$ cat src/rtl/uart_pkg.sv
// Shared types and constants for the serial transmit path.
package uart_pkg;

  localparam int UART_DATA_W = 8;

  typedef enum logic [1:0] {
    IDLE,
    SEND,
    WAIT_START,
    WAIT_DONE
  } arb_state_t;

endpackage

$ cat src/rtl/rr_pick.sv
// Combinational round-robin picker: first valid index at or after ptr_i, wrapping.
module rr_pick #(
  parameter  int N     = 4,
  localparam int IDX_W = $clog2(N)
) (
  input  logic [N-1:0]     valid_i,
  input  logic [IDX_W-1:0] ptr_i,
  output logic [N-1:0]     onehot_o,
  output logic [IDX_W-1:0] idx_o,
  output logic             any_o
);

  localparam logic [N-1:0] ONE = N'(1);

  logic [N-1:0] hiMask;
  logic [N-1:0] hiValid;
  logic [N-1:0] cand;
  logic [N-1:0] oneHot;

  // Prefer requesters at or above the pointer; if none, wrap to the lowest valid.
  always_comb begin
    hiMask  = ~((ONE << ptr_i) - ONE);
    hiValid = valid_i & hiMask;
    cand    = (|hiValid) ? hiValid : valid_i;
    oneHot  = cand & (~cand + ONE);
    idx_o   = '0;
    for (int i = 0; i < N; i++) begin
      if (oneHot[i]) begin
        idx_o = IDX_W'(i);
      end
    end
    onehot_o = oneHot;
    any_o    = |valid_i;
  end

endmodule

$ cat src/rtl/uart_tx_arbiter.sv
// Round-robin arbiter sharing one serial transmitter among N_REQ byte producers.
// Optional grant locking is enabled by defining UART_ARB_LOCK_EN.
module uart_tx_arbiter
  import uart_pkg::*;
#(
  parameter  int N_REQ  = 4,
  parameter  int DATA_W = UART_DATA_W,
  localparam int IDX_W  = $clog2(N_REQ)
) (
  input  logic                      clk,
  input  logic                      rst,
  input  logic [N_REQ-1:0]          req_valid,
  input  logic [N_REQ*DATA_W-1:0]   req_data,
  output logic [N_REQ-1:0]          req_ready,
`ifdef UART_ARB_LOCK_EN
  input  logic [N_REQ-1:0]          req_lock,
`endif
  output logic                      tx_we,
  output logic [DATA_W-1:0]         tx_data,
  input  logic                      tx_busy,
  output logic [IDX_W-1:0]          grant_id,
  output logic                      arb_busy
);

  arb_state_t        state_q;
  logic [IDX_W-1:0]  rr_ptr_q;
  logic [IDX_W-1:0]  rr_ptr_d;
  logic              tx_we_q;
  logic [DATA_W-1:0] tx_data_q;
  logic [DATA_W-1:0] tx_data_d;
  logic [IDX_W-1:0]  grant_id_q;
  logic              arb_busy_q;

  logic [IDX_W-1:0]  pickPtr;
  logic [N_REQ-1:0]  pickOneHot;
  logic [IDX_W-1:0]  pickIdx;
  logic              pickAny;
  logic              grant;

`ifdef UART_ARB_LOCK_EN
  logic              lock_valid_q;
  logic [IDX_W-1:0]  lock_id_q;

  // A held lock steers the picker straight at its owner while the owner still has data.
  assign pickPtr = (lock_valid_q && req_valid[lock_id_q]) ? lock_id_q : rr_ptr_q;
`else
  assign pickPtr = rr_ptr_q;
`endif

  rr_pick #(
    .N(N_REQ)
  ) u_rr_pick (
    .valid_i  (req_valid),
    .ptr_i    (pickPtr),
    .onehot_o (pickOneHot),
    .idx_o    (pickIdx),
    .any_o    (pickAny)
  );

  assign grant     = !rst && (state_q == IDLE) && !tx_busy && pickAny;
  assign req_ready = grant ? pickOneHot : '0;
  assign rr_ptr_d  = (pickIdx == IDX_W'(N_REQ - 1)) ? '0 : pickIdx + IDX_W'(1);

  always_comb begin
    tx_data_d = '0;
    for (int i = 0; i < N_REQ; i++) begin
      if (pickOneHot[i]) begin
        tx_data_d = req_data[i*DATA_W +: DATA_W];
      end
    end
  end

  // Reset does not abort a frame already handed to the transmitter; it only returns here to IDLE.
  always_ff @(posedge clk) begin
    if (rst) begin
      state_q      <= IDLE;
      rr_ptr_q     <= '0;
      tx_we_q      <= 1'b0;
      tx_data_q    <= '0;
      grant_id_q   <= '0;
      arb_busy_q   <= 1'b0;
`ifdef UART_ARB_LOCK_EN
      lock_valid_q <= 1'b0;
      lock_id_q    <= '0;
`endif
    end else begin
      tx_we_q <= 1'b0;
      case (state_q)
        IDLE: begin
          if (grant) begin
            state_q    <= SEND;
            tx_we_q    <= 1'b1;
            tx_data_q  <= tx_data_d;
            grant_id_q <= pickIdx;
            rr_ptr_q   <= rr_ptr_d;
            arb_busy_q <= 1'b1;
`ifdef UART_ARB_LOCK_EN
            lock_valid_q <= req_lock[pickIdx];
            lock_id_q    <= pickIdx;
          end else if (lock_valid_q && !req_valid[lock_id_q]) begin
            lock_valid_q <= 1'b0;
`endif
          end
        end
        SEND: begin
          state_q <= WAIT_START;
        end
        WAIT_START: begin
          if (tx_busy) begin
            state_q <= WAIT_DONE;
          end
        end
        WAIT_DONE: begin
          if (!tx_busy) begin
            state_q    <= IDLE;
            arb_busy_q <= 1'b0;
          end
        end
        default: begin
          state_q    <= IDLE;
          arb_busy_q <= 1'b0;
        end
      endcase
    end
  end

  assign tx_we    = tx_we_q;
  assign tx_data  = tx_data_q;
  assign grant_id = grant_id_q;
  assign arb_busy = arb_busy_q;

endmodule
$ cat config.mk
export PLATFORM = sky130hd
export DESIGN_NAME = uart_tx_arbiter
export DESIGN_NICKNAME = d
export VERILOG_FILES = /design/src/rtl/uart_pkg.sv /design/src/rtl/rr_pick.sv /design/src/rtl/uart_tx_arbiter.sv
export SDC_FILE = /design/constraint.sdc
export NUM_CORES = 1
export LEC_CHECK = 0
export ABC_CLOCK_PERIOD_IN_PS = 2500
export CELL_PAD_IN_SITES_DETAIL_PLACEMENT = 1
export CELL_PAD_IN_SITES_GLOBAL_PLACEMENT = 1
export CORE_ASPECT_RATIO = 0.7
export CORE_MARGIN = 4
export CORE_UTILIZATION = 27
export CTS_BUF_LIST = sky130_fd_sc_hd__clkbuf_4 sky130_fd_sc_hd__clkbuf_8 sky130_fd_sc_hd__clkbuf_16
export CTS_CLUSTER_SIZE = 8
export DETAILED_ROUTE_END_ITERATION = 16
export PLACE_DENSITY_LB_ADDON = 0.12
export SLEW_MARGIN = 20
export SYNTH_ARGS = -nofsm -noshare
export SYNTH_HDL_FRONTEND = slang
export SYNTH_SLANG_ARGS = --single-unit
$ cat constraint.sdc
create_clock -name clk -period 2.5 [get_ports clk]
set_clock_uncertainty 0.2 [all_clocks]
set_input_delay 0.25 -clock clk [delete_from_list [all_inputs] [get_ports clk]]
set_output_delay 0.25 -clock clk [all_outputs]
set_load 0.02 [all_outputs]
==> metrics.md, run 1 <==
| Metric | Value |
|---|---|
| Ys Warns | 0 |
| Die H | 60.0 um |
| Total track usage | 18.2% |
| Hold-fix buffer count after cts | 0 |
| Setup bufs post-CTS | 0 |
| RSZ-0062 raised after global routing | no |
| Mean post-synth cell area | 8.53 um2 |
| Initial DRC count | 40 |
| Slew margin rel. | 78.0% |
| Worst-skew pair later-pin latency | 250 ps |
| DR vias/cell | 5.05 |
| Pin count of the biggest net entering global routing | 13 |
| Clock sinks | 16 |
| Share of layout cells above drive strength 1 | 16.9% |
| Total Power | 1.24 mW |
| Post-DP HPWL | 3.32 mm |
| Endpoints failing hold | 0 |
| Place WS | -51.7 ps |
| First-pass GRT wire length | 6.80 mm |
| Critical Path AT | 1890 ps |
| Setup TNS | 0 ps |
| Post-CTS sizing | 5 |
| Worst slew pin tran | 330 ps |
| # diodes | 0 |
| Nets | 233 |
| Max-Cap Viols | 0 |
| Crit Path Max Fanout | 3 |
| # fillers | 425 |
| Htree depth | 1 |
| Worst vdd ir | 0.287 mV |
| Core box area | 0.00363 mm2 |
| Shortest period the worst path allows | 2340 ps |
| CTS max path bufs | 2 |
| Gpl congestion | 0.821 |
| Number of global-route vias before repair | 1315 |
| DRC | 0 |
| R2r setup slk | 470 ps |
| Wire per inst | 17.3 um |
| Outcome | complete, no violations |
| Wirelength, routed | 4.13 mm |
| Area Overhead vs Synth | 70.7% |
| CP Launch Type | register |
| Worst Setup End Kind | primary output |
| CP Data Required Time | 2050 ps |
| CTS tree | built |
| Die area | 0.00493 mm2 |
| CTS root buf | clkbuf_8 |
| Vias | 1208 |
| Antenna viol nets, final | 0 |
| Gate Count Post-Synth | 122 |
| Slew Limit Fails | 0 |
| Initial core utilization | 28.7% |
| Worst Hold Class | register to register |
| Pwr/cell area | 700 mW/mm2 |
| Cell Area, Synth | 0.00104 mm2 |
| Final setup viols | 0 |
| Remaining global-route overflow | 0 |
| F_max | 0.427 GHz |
| Period Utilization, post-route | 93.6% |
| First-pass DRT Iterations | 4 |
| Post-synthesis sequential element count | 16 |
| TritonCTS buffer count | 3 |
| Netlist cell types | 35 |
| Input/output buffers | 54 |
| Setup ws final | 159 ps |
| Die W | 82.2 um |
| Leak pwr | 0.709 nW |
| IO Pins | 55 |
| Syn_nets | 165 |
| Row count | 18 |
| Clk pin slew, worst setup/hold paths | 70 ps |
| Number of antenna violations at the first check in global routing | 0 |
| Sequential share of the synthesized area | 30.8% |
| Crit Path Category | register to primary output |
-- critical path, cell delays in order, from the launching register on --
cell and delay [ps]:
dfxtp_1 330, inv_1 120, ha_1 200, nor3b_4 250
nand2_4 100, buf_4 150, nor2_1 120, dlygate4sd2_1 350
-- metrics by stage --
step | instance area [um2] | utilization (%) | hold WS [ps] | std cells
2_1_floorplan | 1040 | - | 129 | 122
3_3_place_gp | 1720 | 47.4 | 293 | 235
3_5_place_dp | 1720 | 47.4 | 288 | 235
4_1_cts | 1780 | 49.0 | 310 | 239
5_1_grt | 1780 | 49.0 | 324 | 239
6_report | 1780 | 49.0 | 302 | 239
-- cells in the mapped netlist, drive strengths merged --
cell / instances / share of area, %
a21oi: 8 / 4.2
a221oi: 8 / 6.7
a2bb2oi: 9 / 8.8
a31oi: 1 / 0.60
and2: 2 / 1.2
and3: 1 / 0.60
buf: 7 / 4.8
clkbuf: 2 / 0.84
dfxtp: 16 / 31
ha: 4 / 4.8
inv: 7 / 2.8
mux2i: 1 / 0.96
nand2: 11 / 5.2
nand2b: 2 / 1.2
nor2: 15 / 5.4
nor3: 3 / 1.4
nor3b: 1 / 1.2
o211a: 2 / 1.9
o21a: 2 / 1.4
o21ai: 6 / 4.0
o21ba: 1 / 0.96
o22ai: 1 / 0.60
o32ai: 8 / 6.7
or2: 3 / 1.8
or4: 1 / 1.1
-- registers in the layout (all words and copies together) (netlist names) --
name      count
tx_data       8
grant_id      2
pickPtr       2
state_q       2
arb_busy      1
tx_we         1
-- cell usage in the layout (no fill, tap or decap), types with 2 or more instances in the layout --
cell,n
clkdlybuf4s50_1,50
dfxtp_1,16
o32ai_1,8
buf_4,18
dlygate4sd2_1,4
a2bb2oi_2,2
nand2_1,8
nor3_1,3
clkbuf_8,4
nand2_2,2
nor2_1,15
and2_1,2
a221oi_1,8
a2bb2oi_1,7
o21a_1,2
o211a_1,2
inv_1,6
a21oi_1,7
ha_1,4
nand2b_1,2
or2_1,3
o21ai_1,4
-- final cells by class --
type                            instances  area, um2  share of cell area [%]
Timing Repair Buffer                   72        671                    37.7
Multi-Input combinational cell         90        639                    36.0
Sequential cell                        16        320                    18.0
Tap cell                               50       62.6                    3.52
Clock buffer                            4       55.1                    3.10
Inverter                                7       28.8                    1.62
-- worst paths after layout --
path               startpoint      endpoint  cells after the start
setup reg to reg   state_q[0]   grant_id[0]                      9
hold / removal    grant_id[0]   grant_id[0]                      1
setup / recovery   state_q[0]  req_ready[3]                      7
hold reg to reg   grant_id[0]   grant_id[0]                      1
-- layer usage --
metal / part of all wire [%] / track usage [%] / vias to the layer above
met4: 1.2 / 5.21 / 0
met5: 0 / 0 / -
li1: - / - / 588
met1: 48 / 26.7 / 580
met3: 4.7 / 3.46 / 4
met2: 46 / 26.9 / 36
-- power by group --
group	leakage [nW]	internal [mW]	total [mW]	switching, mW
Clock	0.0288	0.140	0.238	0.0980
Sequential	0.131	0.317	0.365	0.0480
Combinational	0.549	0.321	0.641	0.320
-- cell families after synthesis --
family,synth area share [%]
AO/OA/AOI/OAI,35.9
adder cells (fa/ha/maj),4.81
buffers and inverters,8.41
flip-flops,30.8
multiplexers,0.962
AND/OR/NAND/NOR,19.1
No activity file was read; power rests on OpenSTA's default activity.
==> run 2, diff against run 1 <==
--- a/config.mk
+++ b/config.mk
@@ -6,6 +6,7 @@
 export NUM_CORES = 1
 export LEC_CHECK = 0
 export ABC_CLOCK_PERIOD_IN_PS = 2500
+export CAP_MARGIN = 20
 export CELL_PAD_IN_SITES_DETAIL_PLACEMENT = 1
 export CELL_PAD_IN_SITES_GLOBAL_PLACEMENT = 1
 export CORE_ASPECT_RATIO = 0.7
==> results of run 2 <==
No change in the layout: final DEF, timing and power equal those of run 1.
==> run 3, diff against run 2 <==
--- a/config.mk
+++ b/config.mk
@@ -16,7 +16,6 @@
 export CTS_CLUSTER_SIZE = 8
 export DETAILED_ROUTE_END_ITERATION = 16
 export PLACE_DENSITY_LB_ADDON = 0.12
-export SLEW_MARGIN = 20
 export SYNTH_ARGS = -nofsm -noshare
 export SYNTH_HDL_FRONTEND = slang
 export SYNTH_SLANG_ARGS = --single-unit
==> results of run 3 <==
No change in the layout: final DEF, timing and power equal those of run 1.
==> edit 1 (flow settings as in run 2) <==
`N_REQ`: 4 -> 8.
--- a/src/rtl/uart_tx_arbiter.sv
+++ b/src/rtl/uart_tx_arbiter.sv
@@ -3,7 +3,7 @@
 module uart_tx_arbiter
   import uart_pkg::*;
 #(
-  parameter  int N_REQ  = 4,
+  parameter  int N_REQ  = 8,
   parameter  int DATA_W = UART_DATA_W,
   localparam int IDX_W  = $clog2(N_REQ)
 ) (
Interface: changed (resized grant_id, req_data, req_ready and req_valid); port bits go from 55 to 96. No check against the original RTL was run, so the function may have changed too.
==> edit 1 against run 2 <==
The run now ends with negative setup slack left. Cell count increased by 100%. Register-to-register slack lost 1200 ps. Critical path depth grew 7. Design area is 130% higher. Combinational power is 120% higher. Setup slack lost 890 ps. Power rose by 68%. Area after synthesis increased by 65%. Fmax fell by 28%. Sequential cell count up 2. Wire length grew to 2.9 times the old value.
==> edit 1: results (changes against run 2) <==
.. list-table::
   :header-rows: 1

   * - Metric
     - Value
   * - Setup WS pre-CTS
     - -1070 ps (was -51.7 ps)
   * - Run status
     - finished with violations (was finished, final reports clean)
   * - Synth cell count leaders
     - 23 x nor2_1, 20 x nand2_1, 18 x a21oi_1, 18 x dfxtp_1, 15 x inv_1 (was 16 x dfxtp_1, 15 x nor2_1, 8 x a221oi_1, 8 x nand2_1, 8 x o32ai_1)
   * - Terminus of the critical flop-to-flop path
     - pickPtr[0] (was grant_id[0])
   * - Post-layout worst setup margin
     - -732 ps (was 159 ps)
   * - Final setup violation count
     - 22 (was 0)
   * - Global-route usage over all layers
     - 27.0% (was 18.2%)
   * - Worst VDD drop
     - 423 µV (was 287 µV)
   * - Register-to-Register Path Depth
     - 14 (was 9)
   * - Detail-routed net length per standard cell
     - 24.7 µm (was 17.3 µm)
   * - Aggregate negative setup slack
     - -10,020 ps (was 0 ps)
   * - Arrival time of data at the critical path endpoint
     - 3240 ps (was 1890 ps)
   * - Proportion of layout cells with a drive suffix above 1
     - 42.6% (was 16.9%)
   * - First-pass GRT wire length
     - 16.0 mm (was 6.80 mm)
   * - Number of placed cells counting well taps
     - 459 (was 235)
   * - Peak fanout along the critical path
     - 5 (was 3)
   * - Clk Latency, worst-skew pair
     - 280 ps (was 250 ps)
   * - Slack of the worst reg-to-reg path
     - -700 ps (was 470 ps)
   * - Mux share of post-synthesis cell area
     - 0.581% (was 0.962%)
   * - Post-synthesis net count
     - 311 (was 165)
   * - Post-place instance area
     - 3260 µm² (was 1720 µm²)
   * - Critical Path Sink Type
     - register (was output pin)
   * - Critical Path Start
     - req_valid[1] (was state_q[0])
   * - Net count of the finished layout
     - 493 (was 233)
   * - Worst flop-to-flop path startpoint
     - pickPtr[1] (was state_q[0])
   * - Part of the Yosys area used for sequential elements
     - 20.9% (was 30.8%)
   * - GP Congestion
     - 0.846 (was 0.821)
   * - DP HPWL
     - 7.30 mm (was 3.32 mm)
   * - Adder and majority gate portion of the synthesized area
     - 4.36% (was 4.81%)
   * - Worst rel slew slack
     - 52.3% (was 78.0%)
   * - Quantity of I/O buffers inserted on ports
     - 95 (was 54)
   * - Total via count in the routed design
     - 2,809 (was 1,208)
   * - P_leak
     - 1.58 nW (was 0.709 nW)
   * - Top area cells in the synthesized netlist
     - dfxtp_1 21%, a21oi_1 5.2%, nor2_1 5.0%, ha_1 4.4%, nand2_1 4.4% (was dfxtp_1 31%, a221oi_1 6.7%, o32ai_1 6.7%, a2bb2oi_1 5.9%, nor2_1 5.4%)
   * - First DRT Iteration DRCs
     - 155 (was 40)
   * - Violated checks
     - negative setup slack
   * - Aggregate routed wire length
     - 12.1 mm (was 4.13 mm)
edit 1: final cells by class:
class | count | area (µm²)
fill | 712 | 2200
timing repair buffer | 193 | 1760
multi-input combinational | 181 | 1680
sequential | 18 | 372
tap | 78 | 97.6
inverter | 15 | 56.3
clock buffer | 4 | 55.1
edit 1: cells by family after synthesis:
group           after synthesis
fa+ha+maj                     6
mux                           1
flops                        18
simple gates                 82
compound gates               92
buf+inv                      31
edit 1: power by group:
part	leakage (nW)	switching [mW]	internal, mW	total [mW]
clock	0.0288	0.124	0.141	0.265
combinational	1.40	0.704	0.704	1.41
sequential	0.150	0.0559	0.359	0.415
edit 1: worst max-delay path: stages:
cell and delay (ps):
dlygate4sd2_1 260, or2_1 250, a211o_1 360, nor4b_4 300, buf_4 190, buf_6 120
a21oi_4 80, and3_4 220, a21oi_4 180, nand3_4 130, ha_4 190, ha_4 150
or3_4 390, a21oi_2 150
edit 1: worst min-delay path by stage:
stage                       from     endpoint  slack, ps
detailed placement   grant_id[2]  grant_id[2]        250
floorplan           req_data[51]   tx_data[3]        190
global route         grant_id[2]  grant_id[2]        290
CTS                  grant_id[2]  grant_id[2]        260
finish               grant_id[2]  grant_id[2]        270
global placement     grant_id[2]  grant_id[2]        260
edit 1: layer usage:
layer	vias up	wire [µm]	track usage (%)
li1	1246	-	-
met1	1364	5140	34.1
met2	155	5500	46.5
met3	44	955	6.39
met4	0	483	6.90
met5	-	0	0
edit 1: repair_timing:
| action | in CTS | in global routing |
|---|---|---|
| setup endpoints to repair | 22 | 22 |
| pin swaps | 35 | 37 |
| setup buffers | 19 | 15 |
| resized for setup | 116 | 40 |
==> edit 2 (settings of run 2) <==
Made on the original files. Re-encode `arb_state_t` (4 states) as Gray code, 2 bits wide.
--- a/src/rtl/uart_pkg.sv
+++ b/src/rtl/uart_pkg.sv
@@ -4,10 +4,10 @@
   localparam int UART_DATA_W = 8;
 
   typedef enum logic [1:0] {
-    IDLE,
-    SEND,
-    WAIT_START,
-    WAIT_DONE
+    IDLE       = 2'b00,
+    SEND       = 2'b01,
+    WAIT_START = 2'b11,
+    WAIT_DONE  = 2'b10
   } arb_state_t;
 
 endpackage
Check against the original RTL: no difference found for any inputs over 10 cycles, from zero or initial values and one cycle with rst high; not proved beyond that.
==> edit 2 against run 2 <==
Setup slack gained 32 ps. Design area shrank 2.8%. Largest cell class is now multi-input combinational cells. Sequential cell count is the same. Wire length shrank 5.6%. Area after synthesis shrank 3.0%.
Power is not compared: it rests on default switching activity, and its combinational part moved more than twofold at a synthesized area within 25%.
==> edit 2: results (changes against run 2) <==
.. list-table::
   :header-rows: 1

   * - Metric
     - Value
   * - P_leak
     - 0.671 nW
   * - Number of antenna violations at the first check in global routing
     - 0 (unchanged)
   * - Net count of the finished layout
     - 218 (was 233)
   * - Worst flop-to-flop path startpoint
     - pickPtr[1] (was state_q[0])
   * - Register-to-Register Path Depth
     - 6 (was 9)
   * - Met3 Track Usage GR
     - 3.95% (was 3.46%)
   * - Critical Path Start
     - req_valid[2] (was state_q[0])
   * - Pin count of the biggest net entering global routing
     - 17 (was 13)
   * - GR met2 Demand/Resource
     - 28.2% (was 26.9%)
   * - Met1 demand-to-capacity share in global routing
     - 22.2% (was 26.7%)
   * - Post-synthesis net count
     - 152 (was 165)
   * - Routed wire length on met2
     - 1.94 mm (was 1.89 mm)
   * - Slew at the pin closest to its max-slew limit
     - 388 ps (was 330 ps)
   * - Global-route usage over all layers
     - 16.8% (was 18.2%)
   * - GP Congestion
     - 0.870 (was 0.821)
   * - Critical-path top delay cell
     - clkdlybuf4s50_1 (was dlygate4sd2_1)
   * - Total via count in the routed design
     - 1,156 (was 1,208)
   * - WL met3
     - 156 µm (was 195 µm)
   * - Number of distinct library cell variants in the gate-level netlist after synthesis
     - 32 (was 35)
   * - Synth cell count leaders
     - 17 x nor2_1, 16 x dfxtp_1, 8 x a221oi_1, 8 x a31oi_1 (was 16 x dfxtp_1, 15 x nor2_1, 8 x a221oi_1, 8 x nand2_1, 8 x o32ai_1)
   * - Part of the Yosys area used for sequential elements
     - 31.7% (was 30.8%)
   * - First-pass iteration count of the detailed router
     - 4 (unchanged)
   * - First-pass GRT wire length
     - 6.17 mm (was 6.80 mm)
   * - DP HPWL
     - 3.09 mm (was 3.32 mm)
   * - Proportion of layout cells with a drive suffix above 1
     - 18.6% (was 16.9%)
   * - Met1 layer wirelength in the final routing
     - 1.77 mm (was 1.99 mm)
   * - Top area cells in the synthesized netlist
     - dfxtp_1 32%, o32ai_2 11%, a221oi_1 6.9%, nor2_1 6.3%, a31oi_1 5.0% (was dfxtp_1 31%, a221oi_1 6.7%, o32ai_1 6.7%, a2bb2oi_1 5.9%, nor2_1 5.4%)
   * - Terminus of the critical flop-to-flop path
     - tx_data[4] (was grant_id[0])
   * - Critical hold path startpoint
     - arb_busy (was grant_id[0])
   * - Largest stage delay on the critical path
     - 520 ps (was 350 ps)
   * - Count of max-cap constraint violations
     - 0 (unchanged)
   * - First DRT Iteration DRCs
     - 54 (was 40)
   * - Peak fanout along the critical path
     - 7 (was 3)
   * - Run status
     - finished, final reports clean (unchanged)
   * - Timing endpoint of the critical path
     - req_ready[0] (was req_ready[3])
   * - Aggregate routed wire length
     - 3.90 mm (was 4.13 mm)
   * - Slack of the worst reg-to-reg path
     - 640 ps (was 470 ps)
## edit 2: per-stage QoR
| stage | worst slack, ps | area, µm² | utilization, % | hold slack (ps) | cells |
|---|---|---|---|---|---|
| global route | 76.7 | 1730 | 48.5 | 302 | 227 |
| finish | 191 | 1730 | 48.5 | 276 | 227 |
| floorplan | 628 | 1010 | - | 129 | 113 |
| CTS | 180 | 1730 | 48.5 | 280 | 227 |
| global placement | -20.3 | 1680 | 47.3 | 258 | 224 |
| detailed placement | -94.7 | 1680 | 47.3 | 259 | 224 |
## edit 2: kinds of logic (layout without fill, tap and decap cells)
logic type      Yosys count  count (layout)  synth area share (%)
simple gates             45              45                  25.8
buf+inv                  10              74                  4.96
compound gates           42              42                  37.5
flops                    16              16                  31.7
## edit 2: how the worst min path moves through the flow
stage | endpoint | cells past startpoint
floorplan | grant_id[1] | 1
global placement | arb_busy | 1
detailed placement | arb_busy | 1
CTS | arb_busy | 1
global route | arb_busy | 1
finish | arb_busy | 1
## edit 2: area by class of cell
class | count | area (µm²)
Clock buffer | 3 | 41.3
Fill cell | 430 | 1830
Inverter | 3 | 13.8
Multi-Input combinational cell | 87 | 648
Sequential cell | 16 | 320
Tap cell | 50 | 62.6
Timing Repair Buffer | 68 | 641
## edit 2: what timing repair did
item,CTS,global route
gates resized for setup,5,0
hold endpoints to repair,0,0
setup buffers,0,0
endpoints found under the setup margin,4,0
## edit 2: power groups by stage
stage | registers, mW | clock network [mW] | logic (mW)
6_report | 0.294 | 0.192 | 0.291
2_1_floorplan | 0.314 | 0 | 0.126
4_1_cts | 0.294 | 0.203 | 0.294
5_1_grt | 0.298 | 0.210 | 0.312
3_5_place_dp | 0.300 | 0 | 0.293
3_3_place_gp | 0.298 | 0 | 0.284
